===== src/rtl/input_conditioner_if.sv =====
// CPU-side view of the input conditioner: clear strobe/mask in, conditioned
// levels, sticky event flags, packed read word and interrupt out.
interface input_conditioner_if #(
    parameter int N_IN = 8
);
    logic            clr;
    logic [N_IN-1:0] clr_mask;
    logic [N_IN-1:0] level_out;
    logic [N_IN-1:0] rise_flag;
    logic [N_IN-1:0] fall_flag;
    logic [31:0]     rdata;
    logic            irq;

    modport master (
        output clr, clr_mask,
        input  level_out, rise_flag, fall_flag, rdata, irq
    );

    modport slave (
        input  clr, clr_mask,
        output level_out, rise_flag, fall_flag, rdata, irq
    );
endinterface


===== src/rtl/input_conditioner.sv =====
// Per-bit synchronizer, debouncer and sticky rise/fall event flags for the
// {btn, sw} pins, with a packed read word and a rise-event interrupt.
module input_conditioner #(
    parameter int N_IN     = 8,
    parameter int DEBOUNCE = 1250000,
    parameter int CNT_W    = 21
) (
    input  logic              clk_125mhz,
    input  logic              reset,
    input  logic [N_IN-1:0]   raw_in,
    input_conditioner_if.slave bus
);
    localparam logic [CNT_W-1:0] CNT_LAST = CNT_W'(DEBOUNCE - 1);

    logic [N_IN-1:0]  s1_reg;
    logic [N_IN-1:0]  s2_reg;
    logic [N_IN-1:0]  level_reg;
    logic [N_IN-1:0]  level_next;
    logic [N_IN-1:0]  rise_reg;
    logic [N_IN-1:0]  rise_next;
    logic [N_IN-1:0]  fall_reg;
    logic [N_IN-1:0]  fall_next;
    logic [CNT_W-1:0] cnt_reg  [N_IN];
    logic [CNT_W-1:0] cnt_next [N_IN];
    logic             irq_reg;

    genvar gi;
    generate
        for (gi = 0; gi < N_IN; gi++) begin : g_bit
            logic differs;
            logic done;
            logic clr_hit;

            assign differs = s2_reg[gi] != level_reg[gi];
            assign done    = differs && (cnt_reg[gi] == CNT_LAST);
            assign clr_hit = bus.clr && bus.clr_mask[gi];

            // Any return to the committed level restarts the stability count.
            assign cnt_next[gi]   = (!differs || done) ? '0 : cnt_reg[gi] + CNT_W'(1);
            assign level_next[gi] = done ? s2_reg[gi] : level_reg[gi];

            // A completing event outranks a simultaneous clear so no event is lost.
            assign rise_next[gi] = (done && s2_reg[gi])  ? 1'b1 :
                                   clr_hit               ? 1'b0 : rise_reg[gi];
            assign fall_next[gi] = (done && !s2_reg[gi]) ? 1'b1 :
                                   clr_hit               ? 1'b0 : fall_reg[gi];
        end
    endgenerate

    always_ff @(posedge clk_125mhz or posedge reset) begin
        if (reset) begin
            s1_reg    <= '0;
            s2_reg    <= '0;
            level_reg <= '0;
            rise_reg  <= '0;
            fall_reg  <= '0;
            irq_reg   <= 1'b0;
            for (int i = 0; i < N_IN; i++) begin
                cnt_reg[i] <= '0;
            end
        end else begin
            s1_reg    <= raw_in;
            s2_reg    <= s1_reg;
            level_reg <= level_next;
            rise_reg  <= rise_next;
            fall_reg  <= fall_next;
            irq_reg   <= |rise_reg;
            for (int i = 0; i < N_IN; i++) begin
                cnt_reg[i] <= cnt_next[i];
            end
        end
    end

    assign bus.level_out = level_reg;
    assign bus.rise_flag = rise_reg;
    assign bus.fall_flag = fall_reg;
    assign bus.rdata     = 32'({fall_reg, rise_reg, level_reg});
    assign bus.irq       = irq_reg;
endmodule


===== src/flat_wrapper.sv =====
// flat-port wrapper written by rule: the top's interface ports become plain ports
module input_conditioner_flat 
#(
    parameter int N_IN     = 8,
    parameter int DEBOUNCE = 1250000,
    parameter int CNT_W    = 21
)
  (clk_125mhz, reset, raw_in, bus_clr, bus_clr_mask, bus_level_out, bus_rise_flag, bus_fall_flag, bus_rdata, bus_irq);
  input_conditioner_if #(.N_IN(N_IN)) bus_i ();
  input  logic clk_125mhz;
  input  logic reset;
  input  logic [N_IN-1:0] raw_in;
  input wire logic [$bits(bus_i.clr)-1:0] bus_clr;
  input wire logic [$bits(bus_i.clr_mask)-1:0] bus_clr_mask;
  output wire logic [$bits(bus_i.level_out)-1:0] bus_level_out;
  output wire logic [$bits(bus_i.rise_flag)-1:0] bus_rise_flag;
  output wire logic [$bits(bus_i.fall_flag)-1:0] bus_fall_flag;
  output wire logic [$bits(bus_i.rdata)-1:0] bus_rdata;
  output wire logic [$bits(bus_i.irq)-1:0] bus_irq;
  assign bus_i.clr = bus_clr;
  assign bus_i.clr_mask = bus_clr_mask;
  assign bus_level_out = bus_i.level_out;
  assign bus_rise_flag = bus_i.rise_flag;
  assign bus_fall_flag = bus_i.fall_flag;
  assign bus_rdata = bus_i.rdata;
  assign bus_irq = bus_i.irq;
  input_conditioner #(.N_IN(N_IN), .DEBOUNCE(DEBOUNCE), .CNT_W(CNT_W)) u_core (.clk_125mhz(clk_125mhz), .reset(reset), .raw_in(raw_in), .bus(bus_i));
endmodule

===== config.mk =====
export PLATFORM = sky130hd
export DESIGN_NAME = input_conditioner_flat
export DESIGN_NICKNAME = d
export VERILOG_FILES = /design/src/rtl/input_conditioner_if.sv /design/src/rtl/input_conditioner.sv /design/src/flat_wrapper.sv
export SDC_FILE = /design/constraint.sdc
export NUM_CORES = 1
export LEC_CHECK = 0
export CELL_PAD_IN_SITES_DETAIL_PLACEMENT = 1
export CELL_PAD_IN_SITES_GLOBAL_PLACEMENT = 1
export CORE_MARGIN = 2
export CORE_UTILIZATION = 50
export DETAILED_ROUTE_END_ITERATION = 10
export PLACE_DENSITY = 0.89
export SYNTH_ARGS = -nofsm -noshare
export SYNTH_HDL_FRONTEND = slang
export SYNTH_SLANG_ARGS = --single-unit

===== constraint.sdc =====
create_clock -name clk_125mhz -period 13 [get_ports clk_125mhz]
set_clock_uncertainty 0.1 [all_clocks]
set_input_delay 3.25 -clock clk_125mhz [delete_from_list [all_inputs] [get_ports clk_125mhz]]
set_output_delay 3.25 -clock clk_125mhz [all_outputs]
set_load 0.01 [all_outputs]

# Word level (Yosys, flattened, before mapping)
# Cells that the tools add are included.
[word_totals]
regBits = 209
inputBits = 19
output_inout_bits = 57
word_cells = 164
[classes]
n_addsub = 8
n_eq_ne = 16
n_mux = 32
n_reduce_logical = 73
[ops]
columns = ["operator", "count"]
rows = [
  ["$add A21 B1 Y21 const B", 8],
  ["$eq A21 B21 Y1 const B", 8],
  ["$mux W21", 8],
  ["$logic_and A1 B1 Y1", 32],
  ["$reduce_bool A2 Y1", 16],
  ["$mux W1", 24],
  ["$logic_not A1 Y1", 16],
  ["$logic_or A1 B1 Y1", 8],
  ["$ne A1 B1 Y1", 8],
  ["$reduce_or A8 Y1", 1],
]

# Longest topological paths before layout
[depth]
word_depth = 4
ltp_mapped = 7
depth_no_buf = 5

# Least setup slack after synthesis
# No wires, ideal clock.
[synth_timing]
path_kind = "input port to flip-flop"
from = "input port bus_clr"
to = "register u_core.fall_reg[0] (netlist: u_core.bus.fall_flag[0])"
setup_ns = 0.122
t_arrival_ns = 3.740
t_required_ns = 12.778
setup_slack_ns = 9.038
cell_stages = 3
n_path_buf = 1
path_cell_list = "clkbuf_1 > nand2_1 > a32o_1"
[synth_via]
elab_chain_cells = 2
[synth_lines]
columns = ["item", "line_no", "rtl"]
rows = [
  ["start: declaration", "flat_wrapper.sv:13", "input wire logic [$bits(bus_i.clr)-1:0] bus_clr;"],
  ["$logic_and A1 B1 Y1", "input_conditioner.sv:36", "assign clr_hit = bus.clr && bus.clr_mask[gi];"],
  ["$reduce_bool A2 Y1 (no source line)", "n/a", ""],
  ["end signal: assignment", "input_conditioner.sv:66", "fall_reg <= fall_next;"],
  ["end: declaration", "input_conditioner.sv:21", "logic [N_IN-1:0] fall_reg;"],
]
# No other way between the ends.
# A chain may end at the register's enable or synchronous reset.

# Final worst setup path
[layout_timing]
from = "register u_core.rise_reg[0] (netlist: u_core.bus.rise_flag[0])"
to = "output port bus_rdata[8]"
[layout_lines]
columns = ["item", "line_no", "rtl"]
rows = [
  ["start: declaration", "input_conditioner.sv:19", "logic [N_IN-1:0] rise_reg;"],
  ["start signal: assignment", "input_conditioner.sv:65", "rise_reg <= rise_next;"],
  ["end: declaration", "flat_wrapper.sv:18", "output wire logic [$bits(bus_i.rdata)-1:0] bus_rdata;"],
]
# No word-level cell between the ends.

==> flow_summary_export.csv <==
group,metric,value,unit
synthesis,synth-edff-count,0,
clock_network,postCtsHoldBufs,0,
clock_network,cts_setup_buffers,0,
cells_and_area,largest_reg_flops,168,
critical_path,crit_path_end_kind,"output port",
pwr,sequentialPowerShare,46.5,%
drt,drt_iter0_markers,388,
global_routing,grt_pass1_wl,44550,µm
critical_path,path_class,"reg2out",
critical_path,reg2reg_from,"u_core.cnt_reg[98]",
synthesis,synth_top_flop_cell,"dfrtp_1",
critical_path,critPathLaunchType,"flop",
sta,setup-violations-final,0,
placed_design,hpwl,17160,µm
synthesis,yosysWarnings,0,
sta,hold_violations,0,
min_path,whs_endpoint,"u_core.s2_reg[3]",
clock_network,clk_latency,0.53,ns
clock_network,cts_root_buf,"clkbuf_16",
min_path,holdPathStages,0,
synthesis,async_reset_ff_share,100.0,%
pwr,pwr_density_cell,122.1,nW/µm²
global_routing,grt_pass1_vias,8744,
min_path,hold_path.class,"reg2reg",
critical_path,cp_top_family,"buffers and inverters",
sta,worst_slack,7.998,ns
pwr,clkPwrFrac,50.3,%
clock_network,cts-resized-gates,0,
sta,relSlewSlack,28.94,%
placed_design,place_area,10940,µm²
pwr,switching_power,314.6,µW
global_routing,antenna_found_initial,0,
cells_and_area,multi_input_area,4507,µm²
cells_and_area,area_growth,15.75,%
placed_design,pre_cts_slack,7.404,ns
synthesis,yosys_register_bits,209,
synthesis,ys_seq_area_share,51.35,%
drt,drt-pass1-iter-count,4,
floorplan,die_w,146.7,µm
drt,vias,8158,
drt,viasPerCell,5.912,
sta,tns,0,ns
critical_path,cp_slowest_cell,"clkdlybuf4s50_1",
critical_path,crit_arrival,1.65,ns
global_routing,track_usage,25.23,%
pwr,combPwrFrac,3.2,%
pwr,cellLeakagePower,0.004694,µW
cells_and_area,antenna_cells,0,
floorplan,dieArea,21530,µm²
critical_path,path_buf_inv,1,
pwr,sw_frac_of_total,21.86,%
floorplan,io_pins,76,
synthesis,synth_cell_types,48,
clock_network,htreeDepth,1,
drt,wl_per_cell,19.25,µm
clock_network,clock_path_buffers,3,
synthesis,netlist_top_cells_area,"dfrtp_1 51%, xnor2_1 5.4%, nor2_1 4.2%",
sta,fin_crit,5.002,ns
synthesis,post_synth.cell_area_avg,9.738,µm²
critical_path,path_max_fanout,4,
sta,timing.final.crit_share,38.47,%
critical_path,r2r_slack,10.36,ns
floorplan,die_h,146.7,µm
clock_network,cts.sinks,209,
synthesis,synthCells,1046,
sta,rsz0062_at_grt,"false",
cells_and_area,nNetsFinal,1119,
critical_path,crit_chain,"clkdlybuf4s50_1",
cells_and_area,ff_latch_area,5230,µm²
floorplan,core,20100,µm²
sta,finalMaxSlewViolations,0,
outcome,status,"finished clean",
floorplan,initial_utilization,50.67,%
cells_and_area,fillers,2238,
critical_path,worstReg2RegEnd,"u_core.cnt_reg[92]",
clock_network,clkTransAtPathRegs,0.06,ns
drt,drtAntennaViolNets,0,
critical_path,rr_worst_depth,4,
clock_network,cts_tree,"yes",
sta,max_freq,199.9,MHz
cells_and_area,final_layout_size_suffix_gt1_share,6.667,%
critical_path,crit_required,9.65,ns
global_routing,grt_max_degree,139,
sta,worstMarginPinSlew,1.054,ns
synthesis,synth_top_area_share,51.35,%
placed_design,gp_congestion,0.8035,
global_routing,grt_overflow,0,
pwr,internal_power,1124,µW
drt,drc,0,
drt,drt_wl_total,26560,µm
clock_network,cts_buffers,24,
min_path,worst_hold_startpoint,"u_core.s1_reg[3]",
critical_path,slowest_delay,0.61,ns
placed_design,io_buffer_count,67,
cells_and_area,final_cell_area,11790,µm²
run,cap_violations,0,
synthesis,yosysTopAreaCell,"dfrtp_1",
floorplan,row_count,52,
pwr,ir_drop,0.00009876,V
synthesis,synth_area,10190,µm²
-- through the flow --
| step | total power, µW | hold slack (ns) | util (%) | cells |
|---|---|---|---|---|
| 2_1_floorplan | 708.2 | 0.2312 | - | 1053 |
| 3_3_place_gp | 723.8 | 0.2371 | 54.40 | 1336 |
| 3_5_place_dp | 726.5 | 0.2426 | 54.40 | 1336 |
| 4_1_cts | 1452 | 0.2557 | 58.64 | 1380 |
| 5_1_grt | 1490 | 0.2658 | 58.64 | 1380 |
| 6_report | 1439 | 0.2529 | 58.64 | 1380 |
-- kinds of logic after synthesis --
kind of cell               Yosys count  share of synthesized area (%)
other                                1                        0.03682
muxes                                8                         0.8475
xor gates and xnor gates            98                          8.426
AOI/OAI and AO/OA                  141                          8.070
and+or+nand+nor                    485                          25.48
buffers and inverters               96                          4.815
adders and majority gates            8                         0.9827
DFF                                209                          51.35
-- cells in the final DEF, fill, tap and decap left out, types with 11 or more instances in the layout --
cell               n
a21oi_1           60
and3_1            23
dfrtp_1          209
nor3_1            16
nand2b_1          11
o21ai_0           44
nor4_1            32
clkbuf_16         25
xor2_1            35
inv_1             34
nand4_1           40
nand3_1           51
or4_1             28
nand2_1           86
or3_1             33
xnor2_1           63
o31ai_1           18
nor2_1           114
clkdlybuf4s50_1   67
-- power groups by stage --
stage,clock [µW],sequential (µW),combinational (µW)
CTS,736,669,47.4
floorplan,0,677,30.7
global placement,0,679,44.5
global route,767,670,52.9
detailed placement,0,680,46.3
finish,724,669,46.2
-- how the worst max path moves through the flow --
| stage | startpoint | to | slack (ns) | cells past startpoint |
|---|---|---|---|---|
| final | u_core.bus.rise_flag[0] | bus_rdata[8] | 8.00 | 1 |
| after global routing | reset | u_core.cnt_reg[53] | 7.72 | 3 |
| after CTS | reset | u_core.cnt_reg[55] | 7.95 | 3 |
| after detailed placement | reset | u_core.cnt_reg[34] | 7.40 | 3 |
| after global placement | reset | u_core.cnt_reg[53] | 7.43 | 3 |
| after floorplan | reset | u_core.bus.fall_flag[0] | 3.94 | 1 |
-- synth_stat cells (3+ instances only) --
library cell,instances
mux2_2,5
a21oi_1,60
nor4b_1,10
a32o_1,6
or3_2,3
nand2_1,86
ha_1,8
and4_1,10
nor4_1,32
inv_1,35
xor2_1,35
and2_1,7
dfrtp_1,209
nand3_1,51
nor2_1,114
nand2b_1,11
nand4b_1,4
or2_2,3
clkbuf_1,26
and3_1,23
o21ai_0,45
or3_1,33
or4_1,28
buf_4,32
mux2i_1,3
xnor2_1,63
a31o_2,5
o31ai_1,18
nor3_1,16
nand4_1,40
-- layout make-up --
class,count,area share [%]
multi-input combinational,748,38.23
sequential,209,44.36
timing repair buffer,74,6.134
clock buffer,31,5.837
tap,270,2.865
inverter,35,1.178
clock inverter,13,1.401
-- layer usage --
layer / track usage (%) / share of wire [%]
met5: 0 / 0
met4: 9.709 / 3.4
met3: 3.727 / 3.7
met2: 44.77 / 52
met1: 31.24 / 41
(Power assumes the default switching activity.)
